`src/rtl/rv32i_pkg.sv`:
```
// Shared RV32I constants: writeback result-source encodings and load funct3 codes.
package rv32i_pkg;

  localparam int XLEN = 32;

  localparam logic [1:0] RES_ALU  = 2'b00;
  localparam logic [1:0] RES_LOAD = 2'b01;
  localparam logic [1:0] RES_PC4  = 2'b10;

  localparam logic [2:0] F3_LB  = 3'b000;
  localparam logic [2:0] F3_LH  = 3'b001;
  localparam logic [2:0] F3_LW  = 3'b010;
  localparam logic [2:0] F3_LBU = 3'b100;
  localparam logic [2:0] F3_LHU = 3'b101;

endpackage

```
`src/rtl/load_extend.sv`:
```
// Combinational load aligner: picks byte/halfword/word from an aligned read word
// and flags offsets that are illegal for the access width.
module load_extend
  import rv32i_pkg::*;
(
  input  logic [31:0] word,
  input  logic [1:0]  off,
  input  logic [2:0]  funct3,
  output logic [31:0] data,
  output logic        misaligned
);

  logic [7:0]  byteSel;
  logic [15:0] halfSel;

  always_comb begin
    byteSel = word[7:0];
    case (off)
      2'd0:    byteSel = word[7:0];
      2'd1:    byteSel = word[15:8];
      2'd2:    byteSel = word[23:16];
      default: byteSel = word[31:24];
    endcase
    halfSel = off[1] ? word[31:16] : word[15:0];
  end

  always_comb begin
    data = word;
    case (funct3)
      F3_LB:   data = {{24{byteSel[7]}}, byteSel};
      F3_LBU:  data = {24'd0, byteSel};
      F3_LH:   data = {{16{halfSel[15]}}, halfSel};
      F3_LHU:  data = {16'd0, halfSel};
      default: data = word;
    endcase
  end

  // funct3[1] set covers every word-type encoding (010, 011, 110, 111).
  assign misaligned = ((funct3[1:0] == 2'b01) && off[0]) ||
                      (funct3[1] && (off != 2'd0));

endmodule

```
`src/rtl/wb_stage.sv`:
```
// RV32I writeback stage: MEM/WB register with stall/flush, load extraction,
// result selection, write-enable qualification and the instret counter.
module wb_stage
  import rv32i_pkg::*;
#(
  parameter int XLEN_P = XLEN,
  parameter int CNT_W  = 64
) (
  input  logic              clk,
  input  logic              rst,
  input  logic              validM,
  input  logic [XLEN_P-1:0] resultM,
  input  logic [XLEN_P-1:0] dm_rdM,
  input  logic [XLEN_P-1:0] pc_plus4M,
  input  logic [4:0]        rdM,
  input  logic              RF_WENM,
  input  logic [1:0]        result_srcM,
  input  logic [2:0]        funct3M,
  input  logic              stallW,
  input  logic              flushW,
  output logic [XLEN_P-1:0] resultW,
  output logic [4:0]        rdW,
  output logic              RF_WENW,
  output logic              validW,
  output logic              misaligned_loadW,
  output logic [CNT_W-1:0]  instret
);

  logic              validReg;
  logic [XLEN_P-1:0] resultReg;
  logic [XLEN_P-1:0] dmReg;
  logic [XLEN_P-1:0] pc4Reg;
  logic [4:0]        rdReg;
  logic              wenReg;
  logic [1:0]        srcReg;
  logic [2:0]        f3Reg;
  logic [CNT_W-1:0]  instretReg;

  logic [31:0] loadData;
  logic        loadMis;
  logic        misalignedW;

  always_ff @(posedge clk) begin
    if (rst || flushW) begin
      validReg  <= 1'b0;
      resultReg <= '0;
      dmReg     <= '0;
      pc4Reg    <= '0;
      rdReg     <= '0;
      wenReg    <= 1'b0;
      srcReg    <= '0;
      f3Reg     <= '0;
    end else if (!stallW) begin
      validReg  <= validM;
      resultReg <= resultM;
      dmReg     <= dm_rdM;
      pc4Reg    <= pc_plus4M;
      rdReg     <= rdM;
      wenReg    <= RF_WENM;
      srcReg    <= result_srcM;
      f3Reg     <= funct3M;
    end
  end

  // The W instruction retires when it leaves: not held, or flushed out.
  always_ff @(posedge clk) begin
    if (rst) begin
      instretReg <= '0;
    end else if (validReg && (!stallW || flushW)) begin
      instretReg <= instretReg + 1'b1;
    end
  end

  load_extend uLoadExtend (
    .word       (dmReg[31:0]),
    .off        (resultReg[1:0]),
    .funct3     (f3Reg),
    .data       (loadData),
    .misaligned (loadMis)
  );

  assign misalignedW = (srcReg == RES_LOAD) && loadMis;

  always_comb begin
    case (srcReg)
      RES_LOAD: resultW = loadData;
      RES_PC4:  resultW = pc4Reg;
      default:  resultW = resultReg;
    endcase
  end

  assign rdW              = rdReg;
  assign validW           = validReg;
  assign misaligned_loadW = validReg && misalignedW;
  assign RF_WENW          = validReg && wenReg && (rdReg != 5'd0) && !misalignedW;
  assign instret          = instretReg;

endmodule

```
`config.mk`:
```
export PLATFORM = sky130hd
export DESIGN_NAME = wb_stage
export DESIGN_NICKNAME = d
export VERILOG_FILES = /design/src/rtl/rv32i_pkg.sv /design/src/rtl/load_extend.sv /design/src/rtl/wb_stage.sv
export SDC_FILE = /design/constraint.sdc
export NUM_CORES = 1
export LEC_CHECK = 0
export BUFFER_PORTS_ARGS = -buffer_cell sky130_fd_sc_hd__buf_4
export CORE_ASPECT_RATIO = 1.2
export CORE_MARGIN = 4
export CORE_UTILIZATION = 40
export DETAILED_ROUTE_END_ITERATION = 7
export GPL_ROUTABILITY_DRIVEN = 0
export PLACE_DENSITY_LB_ADDON = 0.3
export SLEW_MARGIN = 20
export SYNTH_ARGS = -nofsm -noshare
export SYNTH_HDL_FRONTEND = slang
export SYNTH_SLANG_ARGS = --single-unit
```
`constraint.sdc`:
```
create_clock -name clk -period 1.9 [get_ports clk]
set_input_delay 0.19 -clock clk [delete_from_list [all_inputs] [get_ports clk]]
set_output_delay 0.19 -clock clk [all_outputs]
set_load 0.03 [all_outputs]
```
==> impl_metrics.toml, run 1 <==
[cts]
insertion_delay_ns = 0.43
htree_num_levels = 4
cts.reportedPaths.clkPinSlew_ns = 0.06
cts_tree = "yes"
root_buffer = "clkbuf_16"
cts.sinks = 172
cts_buffer_depth = 2
cts_buffers = 17

[sta]
rsz0062_at_grt = "yes"
worst_slack_ns = -0.4076
finalSetupViolations = 50
period_share_pct = 121.5
hold_viol = 0
slew_headroom_pct = 46.39
max_freq_mhz = 433.3
worst_slew_pin_slew_ns = 0.8042
clock_skew_ns = 0.006841
period_needed_ns = 2.308
maxSlewViolCount = 0

[synthesis]
synth_area_leaders = "dfxtp_1 (43%), mux2i_1 (14%), nor2_1 (8.2%)"
synth-seq-cells = 172
synth_top_area_cell = "dfxtp_1"
synthesis.nets = 1069
syn_area_mm2 = 0.008075
synthDistinctLibCells = 47
avgSynthCellArea_um2 = 8.465
yosys.cell_count.top_type = "nor2_1"
yosys.area.top_type_share_pct = 42.64
ys_warn_count = 0
netlist_instances = 954
synthTopCellsByCount = "nor2_1 (176), dfxtp_1 (172), mux2i_1 (109), nand2_1 (87), a21oi_1 (63)"
synth_edf_count = 0
yosysSeqAreaShare_pct = 42.64
async_flop_share_pct = 0
ys.flop_type = "dfxtp_1"

[worst_setup_path]
reg2reg_depth = 8
rrSetupSlack_ns = -0.16
crit_fanout = 5
endpoint_kind = "primary output"
regToRegStartpoint = "instret[15]"
r2r-end = "instret[48]"
crit_arrival_ns = 2.12
required_ns = 1.71
criticalPathCategory = "reg2out"
critPathLaunchType = "register"

[drt]
drt-total-wl_um = 29620
first_pass_iters = 7
drc = 0
drt-wirelength-per-cell_um = 18.07
ant_nets = 0
vias = 8958
drt_iter0_drc = 521
viasPerCell = 5.466

[job]
maxCapViolations = 0

[outcome]
outcome = "finished with violations"
violations = "setup timing"

[placed_design]
port_buffers = 215
dp_cells = 1474
hpwl_um = 18270
placedInstanceArea_mm2 = 0.01085

[layout]
finish.utilization_pct = 70.24
drive_above_1_share_pct = 42.60
finalNonFillerCells = 1639
synthToLayoutAreaGrowth_pct = 71.26
nFillCells = 1344
final_nets = 1480
finalInstanceArea_mm2 = 0.01383
num_antenna_cells = 0

[floorplan]
die_height_um = 163.6
start_util_pct = 41.01
core_area_mm2 = 0.01969
placementRows = 56
num_io_pins = 216
die_w_um = 137.7
fp.dieArea_mm2 = 0.02253

[global_route]
grt_max_degree = 104
grt_pass1_wl_um = 44440
grt.overflow.total = 0
antenna_found_initial = 0
first_global_vias = 8719
grt.total_usage_pct = 24.89

[power_and_ir_drop]
power_uw = 8649
p_leak_uw = 0.005717
powerDensity_mw_per_mm2 = 625.4
ir_drop_uv = 594.3

[worst_hold_path]
hp-start = "resultM[31]"
min_path_type = "in2reg"
holdPathStages = 3
min_to = "resultReg[31]"
report_power, final:
| group | switching (uW) | internal, uW | total (uW) | leakage (uW) |
|---|---|---|---|---|
| registers | 63.5 | 3670 | 3740 | 0.00142 |
| logic | 555 | 597 | 1150 | 0.00400 |
| clock network | 1580 | 2180 | 3760 | 0.000301 |
critical path: stages, from the launching register on:
cell,delay [ns]
dfxtp_2,0.34
buf_6,0.13
mux4_2,0.53
nand2b_4,0.12
o21ai_4,0.08
a21oi_1,0.18
o21ai_1,0.12
buf_4,0.19
worst max path at each step:
| stage | from | to | slack [ns] |
|---|---|---|---|
| 4_1_cts | resultReg[1] | resultW[29] | -0.33 |
| 3_5_place_dp | instret[21] | instret[51] | -0.08 |
| 5_1_grt | srcReg[0] | resultW[15] | -0.46 |
| 3_3_place_gp | instret[21] | instret[51] | -0.04 |
| 6_report | resultReg[0] | resultW[15] | -0.41 |
| 2_1_floorplan | instret[0] | instret[58] | -0.08 |
cell type report:
class / instances / area (um^2) / share of cell area [%]
multi-input cells: 704 / 5315 / 38.43
repair buffers: 451 / 3966 / 28.68
flip-flops and latches: 172 / 3518 / 25.44
clock buffers: 19 / 452.9 / 3.275
well taps: 261 / 326.6 / 2.361
clock inverters: 13 / 178.9 / 1.294
inverters: 19 / 71.32 / 0.5157
layer usage:
layer	routed length (um)	global-route usage, %	vias to the layer above
li1	-	-	4218
met1	11240	28.76	4285
met2	15550	44.54	368
met3	1680	4.713	87
met4	1145	10.33	0
met5	0	0	-
repair_timing:
item / in CTS / in global routing
hold buffers: 87 / 1
cloned: 4 / 0
endpoints found under the hold margin: 87 / 1
setup endpoints to repair: 53 / 73
pin swaps: 28 / 54
buffers inserted: 14 / 29
gates resized for setup: 114 / 124
layout by cell type, fill, tap and decap left out, drive strengths merged, types with 3 or more instances in the layout:
master	count
xnor2	15
and3	5
nor4	9
nor2b	10
dfxtp	172
nand2b	4
ha	3
o221ai	28
a31oi	7
o31ai	18
or4	22
mux2	3
buf	363
clkbuf	19
or3	22
nand2	87
o21ai	30
bufinv	3
nor3	18
nand3	24
inv	24
nor2	176
clkinvlp	3
xor2	10
a21oi	63
or2	3
o22ai	4
mux2i	109
nand4	21
dlygate4sd3	88
logic make-up (layout without fill, tap and decap cells):
group	Yosys count	after routing	share of synthesized area [%]
XOR/XNOR	25	25	2.711
buffers and inverters	78	502	3.734
multiplexers	113	113	14.21
adder cells (fa/ha/maj)	3	3	0.4649
AND/OR/NAND/NOR	405	405	24.14
flip-flops	172	172	42.64
AO/OA/AOI/OAI	158	158	12.10
state kept, by name, summed over array words and instances (netlist names):
signal	count
wenReg	1
resultReg	32
srcReg	2
instret	64
pc4Reg	32
dmReg	32
f3Reg	3
rdW	5
validW	1
metrics by stage:
stage	hold slack [ns]	setup WS, ns	setup TNS (ns)
final	0.005346	-0.4076	-10.96
after global routing	0.001190	-0.4583	-15.41
after CTS	0.00004335	-0.3286	-9.317
after detailed placement	0.4269	-0.07687	-0.3711
after global placement	0.4178	-0.04063	-0.04063
after floorplan	0.3338	-0.07679	-0.9518
(Power assumes the default switching activity.)
==> inputs of run 2 (changes only) <==
Settings changed: RECOVER_POWER set to 25.
==> run 2 against run 1 <==
  * The flow still finishes with violations (setup timing)
  * Core utilization shrank 0.11 points
  * Via count down 0.31%
  * First-iteration DRC count rose by 0.58%
  * Wire length decreased by 0.14%
  * Cell count stayed put
  * Clock power is essentially flat
  * Clock skew is essentially flat
  * Clock-buffer cell count unchanged
  * Critical path depth unchanged
  * Global-route usage stayed put
  * Critical endpoint unchanged
==> impl_metrics.toml, run 2 (synthesized netlist as in run 1, its figures left out) <==
[floorplan]
num_io_pins = 216
placementRows = 56
fp.dieArea_mm2 = 0.02253
core_area_mm2 = 0.01969
start_util_pct = 41.01
die_height_um = 163.6
die_w_um = 137.7

[sta]
worst_slew_pin_slew_ns = 1.311
finalSetupViolations = 50
worst_slack_ns = -0.4078
clock_skew_ns = 0.006923
fin_hold_ws_ns = 0.004345
period_share_pct = 121.5
rsz0062_at_grt = "yes"
period_needed_ns = 2.308
max_freq_mhz = 433.3
hold_viol = 0
slew_headroom_pct = 12.63
maxSlewViolCount = 0

[cts]
root_buffer = "clkbuf_16"
htree_num_levels = 4
cts.reportedPaths.clkPinSlew_ns = 0.06
cts_buffer_depth = 2
cts_tree = "yes"
cts_buffers = 17
cts.sinks = 172
insertion_delay_ns = 0.43

[power_and_ir_drop]
ir_drop_uv = 596.2
combPwrFrac_pct = 13.3
powerDensity_mw_per_mm2 = 625.8
p_sw_uw = 2200
p_int_uw = 6441
switching_share_pct = 25.46
p_leak_uw = 0.005707
p_seq_share_pct = 43.2
p_clk_share_pct = 43.5
power_uw = 8641

[worst_setup_path]
reg2reg_depth = 8
crit_fanout = 5
slowest_stage = "mux4_2"
critPathLaunchType = "register"
criticalPathCategory = "reg2out"
path_cells = "buf_6, mux4_2, nand2b_4, o21ai_4, a21oi_1, o21ai_1, buf_4"
required_ns = 1.71
crit_buf_inv = 2
cpLargestDelayFamily = "multiplexers"
cp_num_cells = 7
endpoint_kind = "primary output"
cpPeakStageDelay_ns = 0.53
crit_arrival_ns = 2.12

[layout]
synthToLayoutAreaGrowth_pct = 70.99
finalNonFillerCells = 1639
final_common_cell = "buf_4"
num_antenna_cells = 0
largest_reg_flops = 64
drive_above_1_share_pct = 42.53
final_cell_mix = "buf_4 (291), nor2_1 (173), dfxtp_1 (126)"
final_nets = 1480

[global_route]
antenna_found_initial = 0
grt_pass1_wl_um = 44440
grt.overflow.total = 0
grt.total_usage_pct = 24.89
first_global_vias = 8719
grt_max_degree = 104

[outcome]
violations = "setup timing"
outcome = "finished with violations"

[placed_design]
hpwl_um = 18270
port_buffers = 215
dp_cells = 1474

[drt]
vias = 8930
drt-wirelength-per-cell_um = 18.05
drc = 0
first_pass_iters = 5
drt_iter0_drc = 524
ant_nets = 0
viasPerCell = 5.448
drt-total-wl_um = 29580

[worst_hold_path]
holdPathStages = 3
min_path_type = "in2reg"

[job]
maxCapViolations = 0
run 2: power by group through the flow:
stage               clock network, uW  registers, uW  logic (uW)
floorplan                           0           3810         474
global placement                    0           3810         839
detailed placement                  0           3820         846
CTS                              3800           3730        1090
global route                     3950           3740        1220
finish                           3760           3740        1150
run 2: layer usage:
layer,GRT usage (%),share of wire (%)
met5,0,0
met4,10.33,3.9
met3,4.713,6.0
met2,44.54,52
met1,28.76,38
run 2: final timing paths:
check / startpoint / to / slack [ns]
setup / recovery: resultReg[0] / resultW[15] / -0.41
hold / removal: resultM[31] / resultReg[31] / 0.004
setup reg to reg: instret[15] / instret[48] / -0.16
hold reg to reg: pc4Reg[12] / pc4Reg[12] / 0.50
run 2: through the flow:
stage | setup slack [ns] | util [%] | setup TNS [ns] | cell area, um^2
floorplan | -0.07679 | - | -0.9518 | 8283
global placement | -0.04063 | 55.10 | -0.04063 | 10850
detailed placement | -0.07687 | 55.10 | -0.3711 | 10850
CTS | -0.3286 | 66.33 | -9.317 | 13060
global route | -0.4583 | 70.13 | -15.59 | 13810
finish | -0.4078 | 70.13 | -10.94 | 13810
run 2: timing repair:
| item | 4_1_cts | 5_1_grt |
|---|---|---|
| hold buffers | 87 | 1 |
| setup buffers | 14 | 29 |
| setup endpoints to repair | 53 | 73 |
| pin swaps | 28 | 54 |
| cloned | 4 | 0 |
| resized for setup | 114 | 124 |
| endpoints found under the hold margin | 87 | 1 |
run 2: area by class of cell:
type	instances	area [um^2]
timing repair buffer	451	3948
tap	261	326.6
clock buffer	19	452.9
fill	1348	5881
clock inverter	13	178.9
multi-input combinational	704	5313
sequential	172	3518
inverter	19	71.32
run 2: worst reg2reg max path, cell delays in order, from the launching register on:
cell and delay (ns):
dfxtp_2 0.34, buf_6 0.10, nand4_1 0.18, nor3_4 0.36
nand4_1 0.16, buf_6 0.16, buf_12 0.12, or4_1 0.40
a21oi_1 0.14
